**config.mk**
```make
export PLATFORM = sky130hd
export DESIGN_NAME = counter_cmd_seq
export DESIGN_NICKNAME = d
export VERILOG_FILES = /design/src/rtl/counter_cmd_seq.sv
export SDC_FILE = /design/constraint.sdc
export NUM_CORES = 1
export LEC_CHECK = 0
export ABC_AREA = 1
export BUFFER_PORTS_ARGS = -buffer_cell sky130_fd_sc_hd__buf_2
export CAP_MARGIN = 20
export CORE_MARGIN = 8
export CORE_UTILIZATION = 53
export CTS_CLUSTER_DIAMETER = 40
export DETAILED_ROUTE_END_ITERATION = 8
export GPL_TIMING_DRIVEN = 0
export PLACE_DENSITY = 0.75
export SLEW_MARGIN = 20
export SYNTH_ARGS = -nofsm -noshare
export SYNTH_HDL_FRONTEND = slang
export SYNTH_SLANG_ARGS = --single-unit
```
**constraint.sdc**
```tcl
create_clock -name clk -period 2 [get_ports clk]
set_input_delay 0.1 -clock clk [delete_from_list [all_inputs] [get_ports clk]]
set_output_delay 0.1 -clock clk [all_outputs]
set_load 0.05 [all_outputs]
```
**src/rtl/counter_cmd_seq.sv**
```systemverilog
// Command sequencer feeding a load/up-down counter.
// Commands (NOP/LOAD/UP/DOWN) are queued in a small FIFO and replayed as
// cycle-accurate load/data/up_d/step_en strobes with zero gap between commands.
module counter_cmd_seq #(
    parameter  int WIDTH = 4,
    parameter  int DEPTH = 4,
    parameter  int LEN_W = 8,
    localparam int LVL_W = $clog2(DEPTH) + 1,
    localparam int PTR_W = $clog2(DEPTH)
) (
    input  logic             clk,
    input  logic             reset,
    input  logic             cmd_valid,
    output logic             cmd_ready,
    input  logic [1:0]       cmd_op,
    input  logic [WIDTH-1:0] cmd_arg,
    input  logic [LEN_W-1:0] cmd_len,
    input  logic             flush,
    output logic             load,
    output logic [WIDTH-1:0] data,
    output logic             up_d,
    output logic             step_en,
    output logic             done,
    output logic             busy,
    output logic [LVL_W-1:0] level
);

    localparam logic [1:0] OP_NOP  = 2'b00;
    localparam logic [1:0] OP_LOAD = 2'b01;
    localparam logic [1:0] OP_UP   = 2'b10;
    localparam logic [1:0] OP_DOWN = 2'b11;

    typedef enum logic [1:0] {
        S_IDLE = 2'd0,
        S_EXEC = 2'd1,
        S_RUN  = 2'd2
    } state_t;

    // FIFO storage and pointers
    logic [1:0]       r_op_mem  [DEPTH];
    logic [WIDTH-1:0] r_arg_mem [DEPTH];
    logic [LEN_W-1:0] r_len_mem [DEPTH];
    logic [PTR_W-1:0] r_wr_ptr;
    logic [PTR_W-1:0] r_rd_ptr;
    logic [LVL_W-1:0] r_level;

    // FSM and registered outputs
    state_t           r_state;
    logic [LEN_W-1:0] r_rem;
    logic             r_load;
    logic [WIDTH-1:0] r_data;
    logic             r_up_d;
    logic             r_step_en;
    logic             r_done;
    logic             r_busy;

    // Next-state values
    state_t           w_state_nxt;
    logic [LEN_W-1:0] w_rem_nxt;
    logic             w_load_nxt;
    logic [WIDTH-1:0] w_data_nxt;
    logic             w_up_nxt;
    logic             w_step_nxt;
    logic             w_done_nxt;
    logic [LVL_W-1:0] w_level_nxt;
    logic             w_busy_nxt;

    logic             w_full;
    logic             w_push;
    logic             w_pop;
    logic [1:0]       w_head_op;
    logic [WIDTH-1:0] w_head_arg;
    logic [LEN_W-1:0] w_head_len;

    // Space is judged on the current level only, so a same-cycle pop never frees room
    assign w_full     = (r_level == LVL_W'(DEPTH));
    assign w_push     = cmd_valid && !w_full && !flush && !reset;
    assign w_pop      = ((r_state == S_IDLE) || r_done) && (r_level != {LVL_W{1'b0}});
    assign w_head_op  = r_op_mem[r_rd_ptr];
    assign w_head_arg = r_arg_mem[r_rd_ptr];
    assign w_head_len = r_len_mem[r_rd_ptr];

    assign cmd_ready = !w_full;
    assign load      = r_load;
    assign data      = r_data;
    assign up_d      = r_up_d;
    assign step_en   = r_step_en;
    assign done      = r_done;
    assign busy      = r_busy;
    assign level     = r_level;

    // Command storage write (contents need no reset; occupancy is tracked by pointers)
    always_ff @(posedge clk) begin
        if (w_push) begin
            r_op_mem[r_wr_ptr]  <= cmd_op;
            r_arg_mem[r_wr_ptr] <= cmd_arg;
            r_len_mem[r_wr_ptr] <= cmd_len;
        end
    end

    // Next-state and next-output decode: pop/launch a command, keep running, or go idle
    always_comb begin
        w_state_nxt = r_state;
        w_rem_nxt   = r_rem;
        w_load_nxt  = 1'b0;
        w_data_nxt  = r_data;
        w_up_nxt    = r_up_d;
        w_step_nxt  = 1'b0;
        w_done_nxt  = 1'b0;
        if (flush) begin
            w_state_nxt = S_IDLE;
            w_rem_nxt   = {LEN_W{1'b0}};
            w_data_nxt  = {WIDTH{1'b0}};
            w_up_nxt    = 1'b0;
        end else if (w_pop) begin
            case (w_head_op)
                OP_LOAD: begin
                    w_state_nxt = S_EXEC;
                    w_load_nxt  = 1'b1;
                    w_data_nxt  = w_head_arg;
                    w_done_nxt  = 1'b1;
                end
                OP_UP, OP_DOWN: begin
                    w_up_nxt = (w_head_op == OP_UP);
                    if (w_head_len == {LEN_W{1'b0}}) begin
                        w_state_nxt = S_EXEC;
                        w_done_nxt  = 1'b1;
                    end else begin
                        w_state_nxt = S_RUN;
                        w_rem_nxt   = w_head_len;
                        w_step_nxt  = 1'b1;
                        w_done_nxt  = (w_head_len == LEN_W'(1));
                    end
                end
                OP_NOP: begin
                    w_state_nxt = S_EXEC;
                    w_done_nxt  = 1'b1;
                end
                default: begin
                    w_state_nxt = S_IDLE;
                end
            endcase
        end else if ((r_state == S_RUN) && !r_done) begin
            // r_rem counts steps left including the current one
            w_state_nxt = S_RUN;
            w_rem_nxt   = r_rem - LEN_W'(1);
            w_step_nxt  = 1'b1;
            w_done_nxt  = (r_rem == LEN_W'(2));
        end else begin
            w_state_nxt = S_IDLE;
            w_rem_nxt   = {LEN_W{1'b0}};
        end
    end

    // FIFO occupancy next value
    always_comb begin
        w_level_nxt = r_level;
        if (flush) begin
            w_level_nxt = {LVL_W{1'b0}};
        end else begin
            case ({w_push, w_pop})
                2'b10:   w_level_nxt = r_level + LVL_W'(1);
                2'b01:   w_level_nxt = r_level - LVL_W'(1);
                default: w_level_nxt = r_level;
            endcase
        end
        w_busy_nxt = (w_state_nxt != S_IDLE) || (w_level_nxt != {LVL_W{1'b0}});
    end

    // FIFO pointer and occupancy registers
    always_ff @(posedge clk) begin
        if (reset || flush) begin
            r_wr_ptr <= {PTR_W{1'b0}};
            r_rd_ptr <= {PTR_W{1'b0}};
            r_level  <= {LVL_W{1'b0}};
        end else begin
            if (w_push) r_wr_ptr <= r_wr_ptr + PTR_W'(1);
            if (w_pop)  r_rd_ptr <= r_rd_ptr + PTR_W'(1);
            r_level <= w_level_nxt;
        end
    end

    // FSM state and registered output strobes
    always_ff @(posedge clk) begin
        if (reset) begin
            r_state   <= S_IDLE;
            r_rem     <= {LEN_W{1'b0}};
            r_load    <= 1'b0;
            r_data    <= {WIDTH{1'b0}};
            r_up_d    <= 1'b0;
            r_step_en <= 1'b0;
            r_done    <= 1'b0;
            r_busy    <= 1'b0;
        end else begin
            r_state   <= w_state_nxt;
            r_rem     <= w_rem_nxt;
            r_load    <= w_load_nxt;
            r_data    <= w_data_nxt;
            r_up_d    <= w_up_nxt;
            r_step_en <= w_step_nxt;
            r_done    <= w_done_nxt;
            r_busy    <= w_busy_nxt;
        end
    end

endmodule

```
## Yosys cells after proc, flatten, opt, wreduce, memory -nomap -nowiden

Memory sizes are Yosys's and may differ from the RTL's. A register that Yosys moved wholly into a read port is not among the register bits.
Cells that the tools add are included.

- Register bits after elaboration: 22
- Bits in writable memories: 56
- Output and inout port bits: 13
- Memories: 3

Memories:

| memory | words | bits a word | rd ports | clocked after Yosys merged registers in | write ports | line | text |
|---|---|---|---|---|---|---|---|
| r_len_mem | 4 | 8 | 1 | 1 | 1 | 42 | `logic [LEN_W-1:0] r_len_mem [DEPTH];` |
| r_arg_mem | 4 | 4 | 1 | 1 | 1 | 41 | `logic [WIDTH-1:0] r_arg_mem [DEPTH];` |
| r_op_mem | 4 | 2 | 1 | 1 | 1 | 40 | `logic [1:0] r_op_mem [DEPTH];` |

- $add $sub $neg: 5
- Eq/ne operators: 11
- Multiplexer cells: 26
- Bitwise logic cells: 1
- Reduce and logical (&&, ||, !) cells: 25

Operators with widths:

| cell | number |
|---|---|
| $mux W8 | 4 |
| $mux W2 | 8 |
| $mux W1 | 10 |
| $eq A2 B2 Y1 const B | 4 |
| $eq A8 B1 Y1 const B | 1 |
| $eq A8 B2 Y1 const B | 1 |
| $logic_not A8 Y1 | 1 |
| $sub A8 B1 Y8 const B | 1 |
| $pmux W3 S2 | 1 |
| $reduce_and A2 Y1 | 3 |
| $reduce_bool A3 Y1 | 2 |
| $reduce_or A2 Y1 | 3 |
| $logic_and A1 B1 Y1 | 5 |
| $add A2 B1 Y2 const B | 2 |
| $eq A2 B1 Y1 const B | 2 |
| $logic_not A1 Y1 | 4 |
| $logic_not A2 Y1 | 2 |
| $pmux W2 S2 | 1 |
| $add A3 B1 Y3 const B | 1 |
| $eq A3 B3 Y1 const B | 1 |
| $logic_or A1 B1 Y1 | 3 |
| $mux W3 | 1 |
| $reduce_or A3 Y1 | 1 |
| $sub A3 B1 Y3 const B | 1 |
| other kinds (5) | 5 |

## Logic depth before layout (Yosys ltp)

- Depth in word-level cells: 10
- Depth in mapped cells: 14
- Gate-level depth less buffers: 14

## Worst setup path before layout

Ideal clock, no wire load.

- Path type: reg-to-reg
- From: register r_level[0] (netlist: level[0])
- To: register r_busy (netlist: busy)
- Data arrival time: 2.722 ns
- Required time: 1.883 ns
- Path slack: -0.839 ns
- Stages on the path, launching flop included: 14
- Buffers on the path: 0
- Period minus slack after synthesis: 2.839 ns
- Cell sequence: dfxtp_1 > nor2_1 > nand2_1 > nand3_1 > ha_1 > fa_1 > nand2_1 > nand2_1 > nor2_1 > nand2_1 > nand3_1 > a31oi_1 > a21oi_1 > nand2_1

- Longest elaborated chain between the ends: 10

Ends and longest elaborated chain:

| element | line | text |
|---|---|---|
| start, declared | 45 | `logic [LVL_W-1:0] r_level;` |
| start signal, assigned | 175 | `r_level <= {LVL_W{1'b0}};` |
| start signal, assigned | 179 | `r_level <= w_level_nxt;` |
| $eq A3 B3 Y1 (*) | 76 | `assign w_full = (r_level == LVL_W'(DEPTH));` |
| $logic_not A1 Y1 (*) | - |  |
| via cmd_ready | 14 | `output logic cmd_ready,` |
| $logic_and A1 B1 Y1 (*) (3 in a row) | 77 | `assign w_push = cmd_valid && !w_full && !flush && !reset;` |
| $eq A2 B1 Y1 or $eq A2 B2 Y1 (tied branches) | 161 | `case ({w_push, w_pop})` |
| $pmux W3 S2 (*) | 161 |  |
| $mux W3 (*) | 158 | `if (flush) begin` |
| $reduce_bool A3 Y1 (*) | 167 | `w_busy_nxt = (w_state_nxt != S_IDLE) \|\| (w_level_nxt != {LVL_W{1'b0}});` |
| $logic_or A1 B1 Y1 (*) | 167 |  |
| end signal, assigned | 202 | `r_busy <= w_busy_nxt;` |
| end, declared | 55 | `logic r_busy;` |

Mark *: on every way through the listed nets, which the timed path passes. The rest lies on a longest branch.
A chain may end at the register's enable or synchronous reset.

## Worst setup path in the final report

- From: register r_level[0] (netlist: level[0])
- To: register r_busy (netlist: busy)

- Longest elaborated chain between the ends: 10

Ends and longest elaborated chain:

| element | line |
|---|---|
| $eq A3 B3 Y1 | 76 |
| $logic_not A1 Y1 | 77 |
| $logic_and A1 B1 Y1 (3 in a row) | 77 |
| $eq A2 B1 Y1 or $eq A2 B2 Y1 (tied branches) | 161 |
| $pmux W3 S2 | 161 |
| $mux W3 | 158 |
| $reduce_bool A3 Y1 | 167 |
| $logic_or A1 B1 Y1 (*) | 167 |

Every way passes the cells marked *; elsewhere a longest branch is shown, timed or not.

==> flow_metrics.env <==
export IMPL_viasPerCell=5.27
export IMPL_layout_cells_non_filler=509
export IMPL_grt_pass1_vias=2620
export IMPL_seq_area_um2=2260
export IMPL_worst_pin_slew_ps=838
export IMPL_yosysWarnings=0
export IMPL_wirelength_um=7390
export IMPL_grtUsageTotal_pct=15.8
export IMPL_ys_ff_latch=84
export IMPL_cts_tree="built"
export IMPL_grt_max_degree=17
export IMPL_cts_sinks=84
export IMPL_htreeDepth=3
export IMPL_ys_flop_type="edfxtp_1"
export IMPL_setup_viol=1
export IMPL_drv_slew=0
export IMPL_clock_latency_ps=350
export IMPL_critPathLaunchType="flip-flop"
export IMPL_synth_common_cells="nand2_1, edfxtp_1, nor2_1, nand3_1, dfxtp_1"
export IMPL_finalNetCount=450
export IMPL_syn_to_final_growth_pct=19.9
export IMPL_row_count=30
export IMPL_slew_headroom_pct=44.1
export IMPL_netlist_top_cells_area="edfxtp_1, dfxtp_1, nand2_1, nor2_1, nand3_1"
export IMPL_first_pass_iters=5
export IMPL_grt_use_met2_pct=27.0
export IMPL_overflow=0
export IMPL_multi_input_area_um2=1270
export IMPL_layout_setup_ws_ps=-13.1
export IMPL_synth_edf_count=56
export IMPL_maxCapViolations=0
export IMPL_finalCriticalPeriod_ps=2010
export IMPL_yosysMostFrequentCell="nand2_1"
export IMPL_min_path_cells=4
export IMPL_fp_dieArea_um2=9720
export IMPL_dp_cells=475
export IMPL_pre_cts_ws_ps=-364
export IMPL_finClkSkew_ps=9.64
export IMPL_die_y_um=98.6
export IMPL_cts_buffers=9
export IMPL_routabilityCongestion=0.829
export IMPL_die_width_um=98.6
export IMPL_clkTransAtPathRegs_ps=90
export IMPL_p_per_area_nw_per_um2=783
export IMPL_cts_root_buf="clkbuf_8"
export IMPL_wl_per_cell_um=14.5
export IMPL_path_class="reg -> reg"
export IMPL_dp_hpwl_um=4930
export IMPL_worstPathRequired_ps=2240
export IMPL_core_area_um2=6680
export IMPL_async_flop_share_pct=0
export IMPL_portBuffers=30
export IMPL_synth_area_um2=3620
export IMPL_io_pins=31
export IMPL_reg2reg_depth=14
export IMPL_initial_core_util_pct=54.1
export IMPL_met1_usage_pct=18.3
export IMPL_synth_cell_types=32
export IMPL_yosysSeqAreaShare_pct=62.0
export IMPL_cp_max_fo=8
export IMPL_via_count=2682
export IMPL_yosys_area_top_type="edfxtp_1"
export IMPL_fill_cells=530
export IMPL_postLayoutCoreUtil_pct=64.9
export IMPL_grt_pass1_wl_um=12200
export IMPL_hold_class="in -> reg"
export IMPL_busiest_layer="met2"
export IMPL_antenna_found_initial=0
export IMPL_synth_cells=365
export IMPL_grt_use_met3_pct=4.02
export IMPL_avgSynthCellArea_um2=9.91
export IMPL_finalCritPeriodShare_pct=101
export IMPL_outcome="finished, violations left"
export IMPL_insertedDiodeCount=0
export IMPL_ir_worst_vdd_mv=0.818
export IMPL_violations="setup timing"
export IMPL_end_kind="flip-flop"
export IMPL_syn_num_nets=391
export IMPL_yosysTopAreaCellShare_pct=46.5
export IMPL_drtIter0Drc=148
export IMPL_clockBufferDepth=2
export IMPL_drive_above_1_share_pct=21.4
export IMPL_post_route_drc_count=0
export IMPL_leakage_nw=1.74
export IMPL_clock_fmax_ghz=0.497
export IMPL_rsz0062_at_grt="yes"
export IMPL_antenna_left=0
export IMPL_crit_arrival_ps=2260
export IMPL_hold_viol=0
==> worst max-delay path, cell delays in order, from the launching register on <==
cell and delay (ps):
dfxtp_4 360, nor2_4 140, nand2_2 90, nand2_4 90
inv_6 60, ha_4 170, fa_2 330, nand2_1 70
nand2_1 60, nor2_1 100, nand2_1 80, nand3_2 90
a31oi_1 80, a21oi_1 130, nand2_1 70
==> area by class of cell <==
class	instances	share of cell area, %
plain buffers	8	1.33
clock buffers	9	2.86
clock inverters	7	1.90
inverters	31	2.86
multi-input cells	242	29.2
flip-flops and latches	84	52.1
well taps	80	2.31
repair buffers	48	7.45
==> power breakdown <==
part	switching [mW]	total, mW	internal, mW
Combinational	0.164	0.265	0.100
Clock	0.651	1.25	0.599
Sequential	0.0134	1.88	1.87
==> flip-flops by register name (all words and copies together), names as in the netlist, named ones only <==
name	count
r_op_mem	8
r_state	2
busy	1
level	3
data	4
r_rem	8
done	1
step_en	1
r_len_mem	32
r_arg_mem	16
load	1
r_wr_ptr	2
r_rd_ptr	2
up_d	1
==> cell families after synthesis <==
family | synth area share, %
buffers and inverters | 4.95
adder cells (fa/ha/maj) | 2.97
flip-flops | 62.0
AND/OR/NAND/NOR | 23.7
AO/OA/AOI/OAI | 6.43
==> placed cells by master, fill, tap and decap left out, drive strengths merged, types with 2 or more instances in the layout <==
| cell type | count |
|---|---|
| nand2 | 84 |
| nor2 | 62 |
| edfxtp | 56 |
| buf | 39 |
| nand3 | 37 |
| inv | 33 |
| dfxtp | 28 |
| o21ai | 21 |
| dlygate4sd3 | 15 |
| clkbuf | 11 |
| a31oi | 8 |
| a21oi | 8 |
| ha | 7 |
| nand4 | 4 |
| nor3 | 3 |
| clkinv | 3 |
| nand3b | 2 |
| o21bai | 2 |
==> final timing paths <==
path / startpoint / to / slack [ps]
setup reg to reg: level[0]$_SDFF_PP0_ / busy$_SDFF_PP0_ / -10
setup / recovery: level[0]$_SDFF_PP0_ / busy$_SDFF_PP0_ / -10
hold reg to reg: up_d$_SDFFE_PP0P_ / up_d$_SDFFE_PP0P_ / 500
hold / removal: flush / level[2]$_SDFF_PP0_ / 50
==> what timing repair did <==
item                       4_1_cts  5_1_grt
gates resized for setup          5        2
setup buffers                    3        0
hold buffers                    15        0
setup endpoints to repair        1        2
pin swaps                        5        0
hold endpoints to repair        57        0
==> per-layer routing <==
layer	share of wire [%]	vias to the layer above	wire, um
met5	0	-	0
met4	1.0	0	77
met3	6.5	8	482
met2	50	70	3690
met1	43	1250	3140
li1	-	1354	-
==> stage by stage <==
stage / hold WS, ps / TNS [ps] / total power [mW] / area [um2]
floorplan: 163 / 0 / 2.08 / 3680
global placement: 291 / -27030 / 2.14 / 3930
detailed placement: 293 / -7030 / 2.15 / 3940
CTS: 30.6 / 0 / 3.41 / 4330
global route: 53.9 / -132 / 3.51 / 4340
finish: 50.1 / -13.1 / 3.40 / 4340
(Power assumes the default switching activity.)
